### config.mk
export PLATFORM = sky130hd
export DESIGN_NAME = gcd_req_sched
export DESIGN_NICKNAME = d
export VERILOG_FILES = /design/src/rtl/gcd_pkg.sv /design/src/rtl/gcd_req_fifo.sv /design/src/rtl/gcd_req_sched.sv
export SDC_FILE = /design/constraint.sdc
export NUM_CORES = 1
export LEC_CHECK = 0
export CORE_ASPECT_RATIO = 1.4
export CORE_MARGIN = 10
export CORE_UTILIZATION = 40
export DETAILED_ROUTE_END_ITERATION = 6
export HOLD_SLACK_MARGIN = 0.08
export PLACE_DENSITY_LB_ADDON = 0.2
export SETUP_SLACK_MARGIN = 0.5
export SLEW_MARGIN = 20
export SYNTH_ARGS = -nofsm -noshare
export SYNTH_HDL_FRONTEND = slang
export SYNTH_SLANG_ARGS = --single-unit
### constraint.sdc
create_clock -name clk_i -period 3.4 [get_ports clk_i]
set_clock_uncertainty 0.2 [all_clocks]
set_input_delay 0.85 -clock clk_i [delete_from_list [all_inputs] [get_ports clk_i]]
set_output_delay 0.85 -clock clk_i [all_outputs]
set_load 0.01 [all_outputs]
### src/rtl/gcd_pkg.sv
// Shared types for the gcd request scheduler.
// Holds the FSM state enum, the data width and the job record.
package gcd_pkg;

   localparam int DATA_W    = 32;
   // Widest sequence tag a job record can carry; TAG_W must not exceed it.
   localparam int TAG_MAX_W = 16;

   typedef enum logic [1:0] {
      IDLE,
      ISSUE,
      WAIT,
      OUT
   } sched_state_t;

   typedef struct packed {
      logic [DATA_W-1:0]    a;
      logic [DATA_W-1:0]    b;
      logic [TAG_MAX_W-1:0] tag;
   } job_t;

endpackage

### src/rtl/gcd_req_fifo.sv
// Synchronous FIFO for queued gcd jobs, no bypass.
// Ports: push_i/data_i write, pop_i/data_o read head, full_o/empty_o/count_o status.
module gcd_req_fifo #(
   parameter int DEPTH = 4,
   parameter int W     = 8
) (
   input  logic                     clk_i,
   input  logic                     rst_i,
   input  logic                     push_i,
   input  logic [W-1:0]             data_i,
   input  logic                     pop_i,
   output logic [W-1:0]             data_o,
   output logic                     full_o,
   output logic                     empty_o,
   output logic [$clog2(DEPTH):0]   count_o
);

   localparam int AW = $clog2(DEPTH);

   logic [W-1:0]  mem_q [DEPTH];
   logic [AW-1:0] wr_q, wr_d;
   logic [AW-1:0] rd_q, rd_d;
   logic [AW:0]   cnt_q, cnt_d;
   logic          push_ok;
   logic          pop_ok;

   assign full_o  = (cnt_q == (AW+1)'(DEPTH));
   assign empty_o = (cnt_q == '0);
   assign count_o = cnt_q;
   assign data_o  = mem_q[rd_q];

   assign push_ok = push_i && !full_o;
   assign pop_ok  = pop_i && !empty_o;

   // DEPTH is a power of two, so pointers wrap by plain overflow.
   always_comb begin
      wr_d  = wr_q;
      rd_d  = rd_q;
      cnt_d = cnt_q;
      if (push_ok) wr_d = wr_q + AW'(1);
      if (pop_ok)  rd_d = rd_q + AW'(1);
      unique case ({push_ok, pop_ok})
         2'b10:   cnt_d = cnt_q + (AW+1)'(1);
         2'b01:   cnt_d = cnt_q - (AW+1)'(1);
         default: cnt_d = cnt_q;
      endcase
   end

   always_ff @(posedge clk_i) begin
      if (rst_i) begin
         wr_q  <= '0;
         rd_q  <= '0;
         cnt_q <= '0;
      end else begin
         wr_q  <= wr_d;
         rd_q  <= rd_d;
         cnt_q <= cnt_d;
      end
   end

   always_ff @(posedge clk_i) begin
      if (push_ok) mem_q[wr_q] <= data_i;
   end

endmodule

### src/rtl/gcd_req_sched.sv
// Request scheduler: queues operand pairs, issues them one at a time to the
// gcd core, returns tagged results and aborts jobs the core never finishes.
// Ports: in_* operand stream, start_o/a_o/b_o/core_* core link, out_* results.
module gcd_req_sched #(
   parameter int DEPTH   = 4,
   parameter int TAG_W   = 4,
   parameter int TIMEOUT = 1024
) (
   input  logic             clk_i,
   input  logic             rst_i,
   input  logic             in_valid_i,
   output logic             in_ready_o,
   input  logic [31:0]      in_a_i,
   input  logic [31:0]      in_b_i,
   output logic             start_o,
   output logic [31:0]      a_o,
   output logic [31:0]      b_o,
   input  logic             core_busy_i,
   input  logic             core_valid_i,
   input  logic [31:0]      core_result_i,
   output logic             out_valid_o,
   input  logic             out_ready_i,
   output logic [31:0]      out_result_o,
   output logic [TAG_W-1:0] out_tag_o,
   output logic             out_err_o
);

   import gcd_pkg::*;

   localparam int WD_W = $clog2(TIMEOUT) + 1;
   localparam int CW   = $clog2(DEPTH) + 1;

   sched_state_t      state_q, state_d;
   job_t              job_q, job_d;
   logic [WD_W-1:0]   wd_q, wd_d;
   logic [DATA_W-1:0] res_q, res_d;
   logic              err_q, err_d;
   logic [TAG_W-1:0]  tag_q, tag_d;

   job_t              fifo_in;
   job_t              fifo_head;
   logic              fifo_full;
   logic              fifo_empty;
   logic [CW-1:0]     fifo_cnt;
   logic              push;
   logic              pop;

   assign in_ready_o = !fifo_full;
   assign push       = in_valid_i && !fifo_full;

   assign fifo_in.a   = in_a_i;
   assign fifo_in.b   = in_b_i;
   assign fifo_in.tag = TAG_MAX_W'(tag_q);

   gcd_req_fifo #(
      .DEPTH (DEPTH),
      .W     ($bits(job_t))
   ) u_fifo (
      .clk_i   (clk_i),
      .rst_i   (rst_i),
      .push_i  (push),
      .data_i  (fifo_in),
      .pop_i   (pop),
      .data_o  (fifo_head),
      .full_o  (fifo_full),
      .empty_o (fifo_empty),
      .count_o (fifo_cnt)
   );

   a_fifo_cnt: assert property (@(posedge clk_i) disable iff (rst_i)
      fifo_empty == (fifo_cnt == '0));

   always_comb begin
      state_d = state_q;
      job_d   = job_q;
      wd_d    = wd_q;
      res_d   = res_q;
      err_d   = err_q;
      pop     = 1'b0;
      start_o = 1'b0;
      tag_d   = push ? tag_q + TAG_W'(1) : tag_q;
      unique case (state_q)
         IDLE: begin
            if (!fifo_empty && !core_busy_i) begin
               pop     = 1'b1;
               job_d   = fifo_head;
               state_d = ISSUE;
            end
         end
         ISSUE: begin
            start_o = 1'b1;
            wd_d    = '0;
            state_d = WAIT;
         end
         WAIT: begin
            wd_d = wd_q + WD_W'(1);
            // A result in the expiry cycle still counts as a success.
            if (core_valid_i) begin
               res_d   = core_result_i;
               err_d   = 1'b0;
               state_d = OUT;
            end else if (wd_q == WD_W'(TIMEOUT - 1)) begin
               res_d   = '0;
               err_d   = 1'b1;
               state_d = OUT;
            end
         end
         OUT: begin
            if (out_ready_i) state_d = IDLE;
         end
         default: state_d = IDLE;
      endcase
   end

   always_ff @(posedge clk_i) begin
      if (rst_i) begin
         state_q <= IDLE;
         job_q   <= '0;
         wd_q    <= '0;
         res_q   <= '0;
         err_q   <= 1'b0;
         tag_q   <= '0;
      end else begin
         state_q <= state_d;
         job_q   <= job_d;
         wd_q    <= wd_d;
         res_q   <= res_d;
         err_q   <= err_d;
         tag_q   <= tag_d;
      end
   end

   // Job register only changes on a pop, so a_o/b_o hold through WAIT.
   assign a_o          = job_q.a;
   assign b_o          = job_q.b;
   assign out_valid_o  = (state_q == OUT);
   assign out_result_o = res_q;
   assign out_tag_o    = TAG_W'(job_q.tag);
   assign out_err_o    = err_q;

endmodule
---- Word-level counts from Yosys, hierarchy flattened ----
Memories as Yosys holds them, arrays and structs flattened. A register that Yosys moved wholly into a read port is not among the register bits.
Cells that the tools add are included.
cells by class
  eq/ne operators ......................... 10
  mux-type cells .......................... 16
  reductions and logical operators ........ 15
  $add $sub $neg .......................... 6
operator list
  cell                   number
  $mux 32                2
  $pmux 11 s2            1
  $add 11x1->11 const B  1
  $eq 11x10->1 const B   1
  $mux 2                 4
  $pmux 2 s4             1
  $mux 1                 7
  $eq 2x2->1 const B     3
  $pmux 3 s2             1
  $reduce_bool 2->1      3
  $add 2x1->2 const B    2
  $add 4x1->4 const B    1
  $eq 2x1->1 const B     2
  $logic_and 1x1->1      4
  $reduce_and 2->1       2
  $add 3x1->3 const B    1
  $eq 3x3->1 const B     1
  $logic_not 1->1        3
  $logic_not 3->1        1
  $ne 3x3->1 const B     1
  $reduce_and 3->1       1
  $sub 3x1->3 const B    1
  $logic_not 2->1        1
  $ne 2x1->1 const B     1
  $ne 2x2->1 const B     1
storage, ports and cells
  output and inout bits ................... 104
  logic and storage cells ................. 56
  bits in writable memories ............... 272
  register bits after elaboration ......... 57
  memories ................................ 1
  bits of input ports ..................... 102
memory list
  name          depth  bits a word  read ports  clocked after memory_dff  write ports  line                RTL
  u_fifo.mem_q  4      68           1           1                         1            gcd_req_fifo.sv:20  logic [W-1:0] mem_q [DEPTH];

---- Depth between registers and ports, before layout ----
  word-level depth ........................ 8
  mapped depth ............................ 11

---- By module ----
Synthesis repeated with hierarchy kept, for this count alone.
unflattened totals
  cell total of the unflattened synthesis .. 939
  area, all modules ....................... 16303.1 sq um
modules (own cells, without submodules)
  module         cells each  area an instance (sq um)  times used
  gcd_req_fifo   472         12101.6                   1
  gcd_req_sched  467         4201.5                    1

---- Least setup slack after synthesis ----
Ideal clock, no wire load.
  kind .................................... input port to flip-flop
  start point ............................. in in_valid_i
  end point ............................... mem u_fifo.mem_q[0][0] (netlist name) (enable)
  required time ........................... 2.766 ns
  path slack .............................. 0.015 ns
  data arrival time ....................... 2.752 ns
  stages on the path ...................... 2
  path buffers ............................ 1
  library setup time ...................... 0.434 ns
  path through ............................ clkbuf_1 -> and3_1
between the ends
  cells in the longest elaborated chain, start to end .. 4
ends and longest elaborated chain
  element                       line                 RTL
  from (decl)                   gcd_req_sched.sv:11  input logic in_valid_i,
  $logic_and 1x1->1             gcd_req_sched.sv:49  assign push = in_valid_i && !fifo_full;
  $logic_and 1x1->1             gcd_req_fifo.sv:32   assign push_ok = push_i && !full_o;
  $mux 1                        gcd_req_fifo.sv:62   if (push_ok) mem_q[wr_q] <= data_i;
  $mux 1 (implied by the code)  gcd_req_fifo.sv:62
  to (decl)                     gcd_req_fifo.sv:20
No other way between the ends.

---- Worst setup path in the final report ----
  start point ............................. reg u_fifo.cnt_q[2], in the netlist u_fifo.count_o[2]
  end point ............................... out in_ready_o
between the ends
  cells in the longest elaborated chain, start to end .. 2
ends and longest elaborated chain
  element                 line                 RTL
  from (decl)             gcd_req_fifo.sv:23   logic [AW:0] cnt_q, cnt_d;
  from (signal assigned)  gcd_req_fifo.sv:57   cnt_q <= cnt_d;
  $eq 3x3->1              gcd_req_fifo.sv:27   assign full_o = (cnt_q == (AW+1)'(DEPTH));
  $logic_not 1->1         gcd_req_sched.sv:48  assign in_ready_o = !fifo_full;
  to (decl)               gcd_req_sched.sv:12  output logic in_ready_o,
No other way between the ends.

==> metrics.csv <==
metric,value,unit
pre_cts_slack,0.362,ns
io_pins,206,
worst_slew_pin_slew,0.917,ns
ys_ff_latch,397,
coreArea,0.0356,mm²
postSynthCellCount,866,
cts_buffers,40,
yosysUniqueCellTypes,39,
antenna_found_initial,5,
drcViolationCount,0,
avgSynthCellArea,16.6,µm²
antenna_left,0,
fp.dieW,180,µm
yosys_warnings,0,
ir_drop,449,µV
clockBufferDepth,3,
routed_wirelength,33000,µm
htreeDepth,2,
setup_ws,0.684,ns
rsz0062_at_grt,false,
ys_seq_area_share,74.3,%
drv_slew,0,
cp.arrival,1.67,ns
cts-root-buf,clkbuf_16,
setup_viol,0,
clkTransAtPathRegs,0.06,ns
crit_path_start_kind,flip-flop,
die_area,0.0440,mm²
min_path_cells,2,
finalSetupTns,0,ns
post-route-period-util,79.9,%
clk_latency,0.55,ns
wire_per_inst,20.8,µm
port_buffers,205,
synth_nets,981,
crit_fanout,10,
rows,82,
p_leak,6.02,nW
drive_gt1_share,14.9,%
start_util,40.3,%
powerDensity,729,mW/mm²
hold_violations,0,
placedInstanceArea,0.0172,mm²
path_class,flip-flop to output pin,
syn_area,0.0144,mm²
drt_first_pass_iters,4,
fin_util,51.8,%
grt_max_degree,70,
fmax,0.368,GHz
maxSlewHeadroom,38.9,%
final_cell_mix,"edfxtp_1, clkdlybuf4s50_1, nand2_1",
dpl.cell_count,1510,
finalInstanceArea,0.0184,mm²
min_period,2.72,ns
chipHeight,244,µm
drv_cap,0,
gp_congestion,0.750,
post_cts_buffers,0,
track_usage,14.7,%
dp.final_hpwl,20700,µm
cts.sinks,397,
area_growth,28.4,%
stdcell_count,1585,
first_iter_violations,394,
hold_buffers,0,
worstRegToRegCells,8,
final_common_cell,edfxtp_1,
cp-end-kind,output pin,
fill_cells,2937,
finalNetCount,1205,
cp.required,2.35,ns
vias,7970,
grt_pass1_vias,8438,
grt-ovfl-total,0,
status,completed,
grt_pass1_wl,50500,µm
hold_class,flip-flop to flip-flop,
cts_tree,built,
viasPerCell,5.03,
[synth_stat cells]
| cell type | n | area, µm² |
|---|---|---|
| inv_1 | 10 | 37.5 |
| xnor2_1 | 7 | 61.3 |
| buf_4 | 3 | 22.5 |
| nand4b_1 | 1 | 8.76 |
| buf_2 | 20 | 100 |
| clkbuf_1 | 23 | 86.3 |
| or3_1 | 3 | 18.8 |
| fa_1 | 1 | 20.0 |
| nor3_1 | 5 | 25.0 |
| and3_1 | 5 | 31.3 |
| nand3_2 | 1 | 10.0 |
| o21ai_0 | 3 | 15.0 |
| or3_2 | 1 | 7.51 |
| dfxtp_1 | 125 | 2500 |
| ha_1 | 12 | 150 |
| a21oi_1 | 76 | 380 |
| o31a_1 | 1 | 8.76 |
| or3b_2 | 1 | 8.76 |
| buf_6 | 3 | 33.8 |
| nand4_2 | 1 | 12.5 |
| mux2i_1 | 2 | 20.0 |
| edfxtp_1 | 272 | 8170 |
| a21o_1 | 1 | 7.51 |
| nand3b_1 | 1 | 7.51 |
| xor2_1 | 9 | 78.8 |
| nand4_1 | 2 | 12.5 |
| o31ai_1 | 1 | 7.51 |
| nand2b_1 | 3 | 18.8 |
| nand2_1 | 142 | 533 |
| and2b_1 | 1 | 7.51 |
| nor2_1 | 18 | 67.6 |
| nand3_1 | 6 | 30.0 |
| a221o_1 | 1 | 10.0 |
| inv_2 | 1 | 3.75 |
| mux4_2 | 68 | 1530 |
| nand3b_2 | 1 | 11.3 |
| a22o_1 | 32 | 280 |
| a2111oi_0 | 1 | 8.76 |
| a211oi_1 | 2 | 15.0 |
[flip-flops by register name (all words and copies together), names as in the netlist, 3 cells and up]
register        cells
b_o                32
out_result_o       32
out_tag_o           4
u_fifo.count_o      3
u_fifo.mem_q      272
a_o                32
tag_q               4
wd_q               11
[critical path, stage by stage, from the launching register on]
cell,delay [ns]
dfxtp_1,0.35
or3b_4,0.45
dlygate4sd2_1,0.33
[layer usage]
layer  up-vias  global-route usage (%)  wire [µm]
met4        10                    4.13        592
met5         -                       0         79
met1      3990                    17.2      13500
met3        51                    4.15       1910
li1       3720                       -          -
met2       199                    25.8      16900
[cell families (layout without fill, tap and decap cells)]
logic type      count (synthesis)  after routing  synth area share [%]
other cells                     0              1                     0
buf+inv                        60            316                  1.98
fa+ha+maj                      13             13                  1.18
mux                            70             70                  10.8
simple gates                  192            192                  5.65
xor+xnor                       16             16                 0.976
flops                         397            397                  74.3
compound gates                118            118                  5.11
[report_power, final]
group          switching (mW)  leakage (nW)  internal [mW]
combinational            1.47          1.89           1.54
sequential              0.371          3.51           5.80
clock                    1.79         0.620           2.47
total                    3.63          6.02           9.81
[cell type report]
type | count | area, µm² | share of cell area (%)
Sequential cell | 397 | 10700 | 57.9
Multi-Input combinational cell | 409 | 3450 | 18.7
Timing Repair Buffer | 231 | 2420 | 13.1
Clock buffer | 57 | 1130 | 6.11
Tap cell | 462 | 578 | 3.14
Clock inverter | 17 | 146 | 0.794
Inverter | 11 | 41.3 | 0.224
Antenna cell | 1 | 2.50 | 0.0136
[final timing paths]
kind	startpoint	slack [ns]	end
worst min-delay path	b_o[3]$_SDFFE_PP0N_	0.25	b_o[3]$_SDFFE_PP0N_
worst min register to register	b_o[3]$_SDFFE_PP0N_	0.25	b_o[3]$_SDFFE_PP0N_
worst max register to register	u_fifo.count_o[2]$_SDFFE_PP0P_	1.00	u_fifo.count_o[2]$_SDFFE_PP0P_
worst max-delay path	u_fifo.count_o[2]$_SDFFE_PP0P_	0.68	in_ready_o
[metrics by stage]
stage,hold WS (ns),total power [mW]
floorplan,0.262,7.99
global placement,0.242,9.35
detailed placement,0.246,9.39
CTS,0.255,13.7
global route,0.266,14.1
finish,0.250,13.4
[what timing repair did]
item | CTS | global route
endpoints found under the hold margin | 0 | 0
resized for setup | 2 | 0
setup endpoints to repair | 1 | 0
Note: power is estimated with default switching activity, not from simulation.
